## config.mk

```make
export PLATFORM = sky130hd
export DESIGN_NAME = pipeline_hazard_controller
export DESIGN_NICKNAME = d
export VERILOG_FILES = /design/src/rtl/pipeline_ctrl_pkg.sv /design/src/rtl/load_use_detector.sv /design/src/rtl/pipeline_hazard_controller.sv
export SDC_FILE = /design/constraint.sdc
export NUM_CORES = 1
export LEC_CHECK = 0
export ABC_AREA = 1
export CORE_UTILIZATION = 45
export DETAILED_ROUTE_END_ITERATION = 16
export PLACE_DENSITY = 0.76
export SLEW_MARGIN = 5
export SYNTH_ARGS = -nofsm -noshare
export SYNTH_HDL_FRONTEND = slang
export SYNTH_SLANG_ARGS = --single-unit
```

## constraint.sdc

```tcl
create_clock -name clk -period 3.32 [get_ports clk]
set_input_delay 0.498 -clock clk [delete_from_list [all_inputs] [get_ports clk]]
set_output_delay 0.498 -clock clk [all_outputs]
set_load 0.01 [all_outputs]
```

## src/rtl/pipeline_ctrl_pkg.sv

```systemverilog
// Shared definitions for the pipeline hazard controller.
//   ctrl_state_e : sequencer state encoding
//   REG_IDX_W    : register-index width
//   REG_X0       : hard-wired zero register index (never a hazard source)
package pipeline_ctrl_pkg;

  localparam int REG_IDX_W = 5;
  localparam logic [REG_IDX_W-1:0] REG_X0 = '0;

  typedef enum logic [1:0] {
    RUN      = 2'd0,
    MC_WAIT  = 2'd1,
    REDIRECT = 2'd2
  } ctrl_state_e;

endpackage

```

## src/rtl/load_use_detector.sv

```systemverilog
// Load-use hazard compare: a load in EX whose destination is read by the
// instruction currently in ID.
//   id_rs1_address/id_rs2_address : sources of the ID instruction
//   id_uses_rs1/id_uses_rs2       : source-valid qualifiers
//   ex_rd_address, ex_reg_wren    : destination held in ID/EX
//   ex_is_load                    : ID/EX write data comes from RAM
//   load_use                      : hazard present this cycle
module load_use_detector
  import pipeline_ctrl_pkg::*;
(
  input  logic [REG_IDX_W-1:0] id_rs1_address,
  input  logic [REG_IDX_W-1:0] id_rs2_address,
  input  logic                 id_uses_rs1,
  input  logic                 id_uses_rs2,
  input  logic [REG_IDX_W-1:0] ex_rd_address,
  input  logic                 ex_reg_wren,
  input  logic                 ex_is_load,
  output logic                 load_use
);

  logic rs1_hit;
  logic rs2_hit;

  assign rs1_hit  = id_uses_rs1 && (id_rs1_address == ex_rd_address);
  assign rs2_hit  = id_uses_rs2 && (id_rs2_address == ex_rd_address);
  // x0 is never really written, so a load targeting it cannot create a hazard
  assign load_use = ex_is_load && ex_reg_wren && (ex_rd_address != REG_X0)
                    && (rs1_hit || rs2_hit);

endmodule

```

## src/rtl/pipeline_hazard_controller.sv

```systemverilog
// Stall/flush sequencer for the 5-stage core. Drives pipeline-register
// enables and the IF/ID flush / ID/EX bubble controls, sequences
// multi-cycle EX operations with a timeout, and counts stall cycles.
//   clk, reset_n                 : clock, async active-low reset
//   id_*, ex_rd_address,
//   ex_reg_wren, ex_is_load      : load-use hazard inputs
//   ex_redirect                  : taken branch/jump resolved in EX
//   ex_mc_op, mc_done            : multi-cycle op handshake
//   pc_wren .. ex_mem_wren       : pipeline register enables
//   if_id_flush, id_ex_bubble    : squash controls
//   mc_start                     : start pulse to multi-cycle unit
//   mc_error                     : sticky multi-cycle timeout flag
//   stall_count                  : saturating count of cycles with pc_wren=0
//
// state    | meaning
// RUN      | normal flow; resolves mc op, redirect, load-use (in that order)
// MC_WAIT  | pipeline frozen until mc_done or timeout
// REDIRECT | extra squash cycles covering instruction-memory latency
module pipeline_hazard_controller
  import pipeline_ctrl_pkg::*;
#(
  parameter int REDIRECT_BUBBLES = 1,
  parameter int MC_TIMEOUT       = 64,
  parameter int CNT_WIDTH        = 32
) (
  input  logic                 clk,
  input  logic                 reset_n,
  input  logic [REG_IDX_W-1:0] id_rs1_address,
  input  logic [REG_IDX_W-1:0] id_rs2_address,
  input  logic                 id_uses_rs1,
  input  logic                 id_uses_rs2,
  input  logic [REG_IDX_W-1:0] ex_rd_address,
  input  logic                 ex_reg_wren,
  input  logic                 ex_is_load,
  input  logic                 ex_redirect,
  input  logic                 ex_mc_op,
  input  logic                 mc_done,
  output logic                 pc_wren,
  output logic                 if_id_wren,
  output logic                 if_id_flush,
  output logic                 id_ex_wren,
  output logic                 id_ex_bubble,
  output logic                 ex_mem_wren,
  output logic                 mc_start,
  output logic                 mc_error,
  output logic [CNT_WIDTH-1:0] stall_count
);

  localparam logic [15:0] MC_TIMEOUT_L = 16'(MC_TIMEOUT);
  localparam logic [2:0]  REDIRECT_L   = 3'(REDIRECT_BUBBLES);

  ctrl_state_e state, state_nxt;
  logic [15:0] mc_cnt, mc_cnt_nxt;
  logic [2:0]  redir_cnt, redir_cnt_nxt;
  logic        set_error;
  logic        load_use;

  logic pc_en, if_id_en, id_ex_en, ex_mem_en;
  logic flush, bubble, start;

  load_use_detector u_load_use_detector (
    .id_rs1_address (id_rs1_address),
    .id_rs2_address (id_rs2_address),
    .id_uses_rs1    (id_uses_rs1),
    .id_uses_rs2    (id_uses_rs2),
    .ex_rd_address  (ex_rd_address),
    .ex_reg_wren    (ex_reg_wren),
    .ex_is_load     (ex_is_load),
    .load_use       (load_use)
  );

  always_comb begin
    state_nxt     = state;
    mc_cnt_nxt    = mc_cnt;
    redir_cnt_nxt = redir_cnt;
    set_error     = 1'b0;
    pc_en         = 1'b1;
    if_id_en      = 1'b1;
    id_ex_en      = 1'b1;
    ex_mem_en     = 1'b1;
    flush         = 1'b0;
    bubble        = 1'b0;
    start         = 1'b0;
    case (state)
      RUN: begin
        if (ex_mc_op) begin
          {pc_en, if_id_en, id_ex_en, ex_mem_en} = 4'b0000;
          start      = 1'b1;
          state_nxt  = MC_WAIT;
          mc_cnt_nxt = 16'd1;
        end else if (ex_redirect) begin
          flush  = 1'b1;
          bubble = 1'b1;
          if (REDIRECT_L != 3'd0) begin
            state_nxt     = REDIRECT;
            redir_cnt_nxt = REDIRECT_L;
          end
        end else if (load_use) begin
          pc_en    = 1'b0;
          if_id_en = 1'b0;
          bubble   = 1'b1;
        end
      end
      MC_WAIT: begin
        // done beats timeout when both land in the same cycle
        if (mc_done) begin
          state_nxt = RUN;
        end else if (mc_cnt >= MC_TIMEOUT_L) begin
          set_error = 1'b1;
          state_nxt = RUN;
        end else begin
          {pc_en, if_id_en, id_ex_en, ex_mem_en} = 4'b0000;
          mc_cnt_nxt = mc_cnt + 16'd1;
        end
      end
      REDIRECT: begin
        flush         = 1'b1;
        bubble        = 1'b1;
        redir_cnt_nxt = redir_cnt - 3'd1;
        if (redir_cnt <= 3'd1) state_nxt = RUN;
      end
      default: state_nxt = RUN;
    endcase
  end

  always_ff @(posedge clk or negedge reset_n) begin
    if (!reset_n) begin
      state       <= RUN;
      mc_cnt      <= '0;
      redir_cnt   <= '0;
      mc_error    <= 1'b0;
      stall_count <= '0;
    end else begin
      state     <= state_nxt;
      mc_cnt    <= mc_cnt_nxt;
      redir_cnt <= redir_cnt_nxt;
      if (set_error) mc_error <= 1'b1;
      if (!pc_en && (stall_count != '1)) stall_count <= stall_count + 1'b1;
    end
  end

  // Everything is forced inactive while reset is held, independent of the clock
  assign pc_wren      = reset_n & pc_en;
  assign if_id_wren   = reset_n & if_id_en;
  assign id_ex_wren   = reset_n & id_ex_en;
  assign ex_mem_wren  = reset_n & ex_mem_en;
  assign if_id_flush  = reset_n & flush;
  assign id_ex_bubble = reset_n & bubble;
  assign mc_start     = reset_n & start;

endmodule

```

# Word-level counts from Yosys, hierarchy flattened
# Index checks and enable logic that the tools add are counted.
# op_classes
add_sub_neg	3
n_lt_le_gt_ge	2
eq_ne	13
mux	32
n_bitwise	5
reduce_logical	15
# ops
cell	count
2-to-1 mux 16 bit	3
adder 32 x 1 -> 32 bit, second input constant	1
!= test 32 bit, second input constant	1
one-hot mux 16 bit (2 select lines)	1
adder 16 x 1 -> 16 bit, second input constant	1
>= comparator 16 x 7 -> 1 bit, second input constant	1
2-to-1 mux 1 bit	15
!= test 2 bit, second input constant	6
== test 5 bit	2
2-to-1 mux 2 bit	5
one-hot mux 1 bit (2 select lines)	4
logical AND 1 bit	6
2-to-1 mux 3 bit	2
!= test 3 bit, second input constant	2
one-hot mux 2 bit (3 select lines)	1
one-hot mux 3 bit (2 select lines)	1
AND reduction 3 bit	2
AND 1 bit	5
nonzero test 5 bit	1
AND reduction 4 bit	1
nonzero test 2 bit	2
less-or-equal comparator 3 x 1 -> 1 bit, second input constant	1
subtractor 3 x 1 -> 3 bit, second input constant	1
== test 2 x 1 -> 1 bit, second input constant	1
other kinds (4)	4
# word_totals
regBits	54
inputBits	24
output_inout_bits	40
elab_cells	75

# Depth between registers and ports, before layout
# logic_depth
depth_word	10
ltp_mapped	12
mapped_depth_nobuf	11

# By module
# Synthesis repeated with hierarchy kept, for this count alone.
# unflattened
cells_unflattened	545
hier_area_um2	3520.9
# modules_own_cells
module	n_inst	cells_per_inst	area_each_um2	seq_area_each_um2
pipeline_hazard_controller	1	489	3300.7	1351.3
load_use_detector	1	56	220.2	0.0

# Least setup slack after synthesis
# Ideal clock, no wire load.
# synth_timing
path_type	input to output
from	in ex_rd_address[3]
to	out pc_wren
t_arrival_ns	1.629
required_time_ns	2.822
slack_ns	1.193
cell_stages	11
n_path_buf	2
path_cell_list	inv_1 > nand2_1 > nand2_1 > nor2_1 > nand3_1 > nand2_1 > nand2_1 > nand2_2 > clkbuf_1 > a21oi_1 > buf_4
# synth_via
elab_chain_cells	9
word_cells_on_any_way	13
cone_classes	eq/ne (2); mux (4); bitwise (1); reduce/logical (6)
# synth_rtl
element	line	rtl
from (decl)	pipeline_hazard_controller.sv:32	input logic [REG_IDX_W-1:0] ex_rd_address,
== test 5 bit, on equally long branches	load_use_detector.sv:24, load_use_detector.sv:25	
logical AND 1 bit, on equally long branches	load_use_detector.sv:24, load_use_detector.sv:25	
logical OR 1 bit	load_use_detector.sv:28	&& (rs1_hit || rs2_hit);
logical AND 1 bit (*)	load_use_detector.sv:28	
2-to-1 mux 1 bit (*) (3 in a row)	-	
one-hot mux 1 bit (2 select lines) (*)	-	
AND 1 bit (*)	-	
to (decl)	pipeline_hazard_controller.sv:38	output logic pc_wren,
# Every way passes the cells marked *; elsewhere a longest branch is shown, timed or not.

# Worst setup path after layout
# layout_timing
from	in ex_rd_address[0]
to	out pc_wren
# layout_via
elab_chain_cells	9
word_cells_on_any_way	13
cone_classes	eq/ne (2); mux (4); bitwise (1); reduce/logical (6)
# layout_rtl
element	line	rtl
== test 5 bit, on equally long branches	load_use_detector.sv:24, load_use_detector.sv:25	
logical AND 1 bit, on equally long branches	load_use_detector.sv:24, load_use_detector.sv:25	
logical OR 1 bit	load_use_detector.sv:28	
logical AND 1 bit (*)	load_use_detector.sv:28	
2-to-1 mux 1 bit (*)	pipeline_hazard_controller.sv:98	end else if (load_use) begin
2-to-1 mux 1 bit (*)	pipeline_hazard_controller.sv:91	end else if (ex_redirect) begin
2-to-1 mux 1 bit (*)	pipeline_hazard_controller.sv:86	if (ex_mc_op) begin
one-hot mux 1 bit (2 select lines) (*)	pipeline_hazard_controller.sv:84	case (state)
AND 1 bit (*)	pipeline_hazard_controller.sv:143	assign pc_wren = reset_n & pc_en;
# Marked as above.

==> flow_summary.toml <==
[run_status]
status = "complete, no violations"

[pwr]
power_density_nw_per_um2 = 470
cellLeakagePower_nw = 2.11
ir_worst_vdd_mv = 0.434

[die]
die_h_microns = 90.7
ioPinCount = 64
start_util = 0.478
die_area_sq_um = 8220
die_x_microns = 90.7
rows = 31
placeableCoreArea_sq_um = 7410

[clock_tree]
cts_hold_buf = 0
cts_buffer_depth = 2
cts_setup_buffers = 0
cts_tree = "yes"
cts-root-buf = "clkbuf_8"
cts_sinks = 54
cts_buffers = 5
clock_latency_ns = 0.32
clk_pin_slew_ns = 0.10
cts_resized = 0
htree_num_levels = 2

[placement]
dp_cells = 682
hpwl_microns = 6500
io_buffers = 63
gp_congestion = 0.910

[synthesis]
synth.most_common_cell = "nand2_1"
synth.distinct_cells = 25
synthArstFlopShare = 1.00
synth_cells = 529
ys_seq_area_frac = 0.382
synth_fp_nets = 558
ys_seq_elements = 54
ys_warn_count = 0
synthTopCellsByArea = "dfrtp_1, nand2_1, nor2_1"
syn_area_sq_um = 3540
synth_edf_count = 0
synth_top_area_frac = 0.382
synth_top_area_cell = "dfrtp_1"
yosys-top-cells-count = "nand2_1, nor2_1, dfrtp_1, inv_1, nand4_1"
avgSynthCellArea_sq_um = 6.69
synth_ff_type = "dfrtp_1"

[setup_path]
worst_setup_path_end_kind = "output pin"
critical_path_arrival_ns = 2.28
ff2ff_setup_slack_ns = 1.08
startpoint_type = "input pin"
worstSetupPathType = "in2out"
required_ns = 2.82
critical_path.max_fanout = 4

[sta]
finalCritPeriodShare = 0.836
setup_viol = 0
clock_skew_ns = 0.00465
rsz0062_at_grt = "false"
hold_viol_final = 0
fin_crit_ns = 2.78
finalMaxSlewViolations = 0
tns_ns = 0
worst_pin_slew_ns = 0.663
fmax_mhz = 360
relSlewSlack = 0.558

[min_path]
hold_path.class = "in2async"

[cells_and_area]
fin_nets = 619
layout.cells.non_filler = 690
layout-drive-gt1-share = 0.0389
area_growth_syn_to_layout_pct = 23.0
n_antenna_cell = 0

[route]
viasPerCell = 5.19
wl_met1_microns = 3860
wl_microns = 8770
drt_iter0_drc = 209
wl_per_cell_microns = 12.7
top_layer = "met4"
firstDrtPassIters = 4
vias = 3582
ant_nets = 0
wl_met2_microns = 4220
drc = 0
wl_met3_microns = 592

[global_routing]
grt_pass1_vias = 3416
antenna_found_initial = 0
grtUsageTotal = 0.231
grt_pass1_wl_microns = 15600
grt_max_degree = 55
grt_overflow = 0

[job]
drv_cap = 0
placed cells by master, fill, tap and decap left out, drive strengths merged:
| cell | n |
|---|---|
| a21oi | 6 |
| nand2 | 211 |
| nor2 | 87 |
| nor4 | 1 |
| a31oi | 1 |
| clkdlybuf4s50 | 62 |
| o31ai | 4 |
| inv | 55 |
| xnor2 | 4 |
| nand4 | 39 |
| nand3 | 13 |
| clkinv | 1 |
| o21ai | 5 |
| bufinv | 1 |
| clkbuf | 5 |
| ha | 5 |
| xor2 | 14 |
| o22ai | 1 |
| dfrtp | 54 |
| nand3b | 15 |
| buf | 7 |
metal layers:
layer	global-route usage	vias up
met5	0	-
met4	0.0591	0
met3	0.0412	13
met2	0.390	116
met1	0.305	1661
li1	-	1792
state kept, by name, indices dropped and copies added (netlist names):
name         flops
stall_count     32
mc_cnt          16
redir_cnt        3
state            2
mc_error         1
logic make-up (layout without fill, tap and decap cells):
group                    count (synthesis)  in the layout  synth area share
AND/OR/NAND/NOR                        366            366             0.445
AO/OA/AOI/OAI                           17             17            0.0276
adder cells (fa/ha/maj)                  5              5            0.0177
XOR/XNOR                                18             18            0.0445
flip-flops                              54             54             0.382
buffers and inverters                   69            131            0.0831
final timing paths:
check,from,to,cells past startpoint
worst max register to register,stall_count[0],stall_count[8],10
min in group clk,mc_error,mc_error,2
worst max-delay path,ex_rd_address[0],pc_wren,10
max in group asynchronous,reset_n,stall_count[31],2
worst min register to register,mc_error,mc_error,2
worst min-delay path,reset_n,stall_count[1],2
report_power, final:
part | switching (mW) | internal [mW] | total (mW) | leakage [nW]
clock network | 0.234 | 0.227 | 0.461 | 0.0585
registers | 0.0840 | 0.729 | 0.813 | 0.733
logic | 0.498 | 0.277 | 0.775 | 1.32
critical path, stage by stage:
cell and delay [ns]:
clkdlybuf4s50_1 0.52, inv_1 0.07, nor2_1 0.08, nor2_1 0.05, nand3_1 0.07, nand2_1 0.07
nand2_1 0.07, nand2_2 0.05, a21oi_1 0.20, clkdlybuf4s50_1 0.58
through the flow:
step / util / hold WS, ns / total power, mW / setup slack, ns / area (sq um)
3_3_place_gp: 0.573 / 0.462 / 1.58 / 0.544 / 4240
5_1_grt: 0.588 / 0.411 / 2.18 / 0.388 / 4360
2_1_floorplan: - / 0.202 / 1.35 / 1.19 / 3540
3_5_place_dp: 0.573 / 0.460 / 1.60 / 0.547 / 4240
4_1_cts: 0.588 / 0.370 / 2.06 / 0.530 / 4360
6_report: 0.588 / 0.333 / 2.05 / 0.544 / 4360
cell type report:
type | instances | area (sq um)
inverters | 54 | 203
repair buffers | 69 | 671
well taps | 99 | 124
clock buffers | 5 | 68.8
flip-flops and latches | 54 | 1350
multi-input cells | 406 | 1890
clock inverters | 3 | 43.8
fillers | 715 | 3050
(Power assumes the default switching activity.)
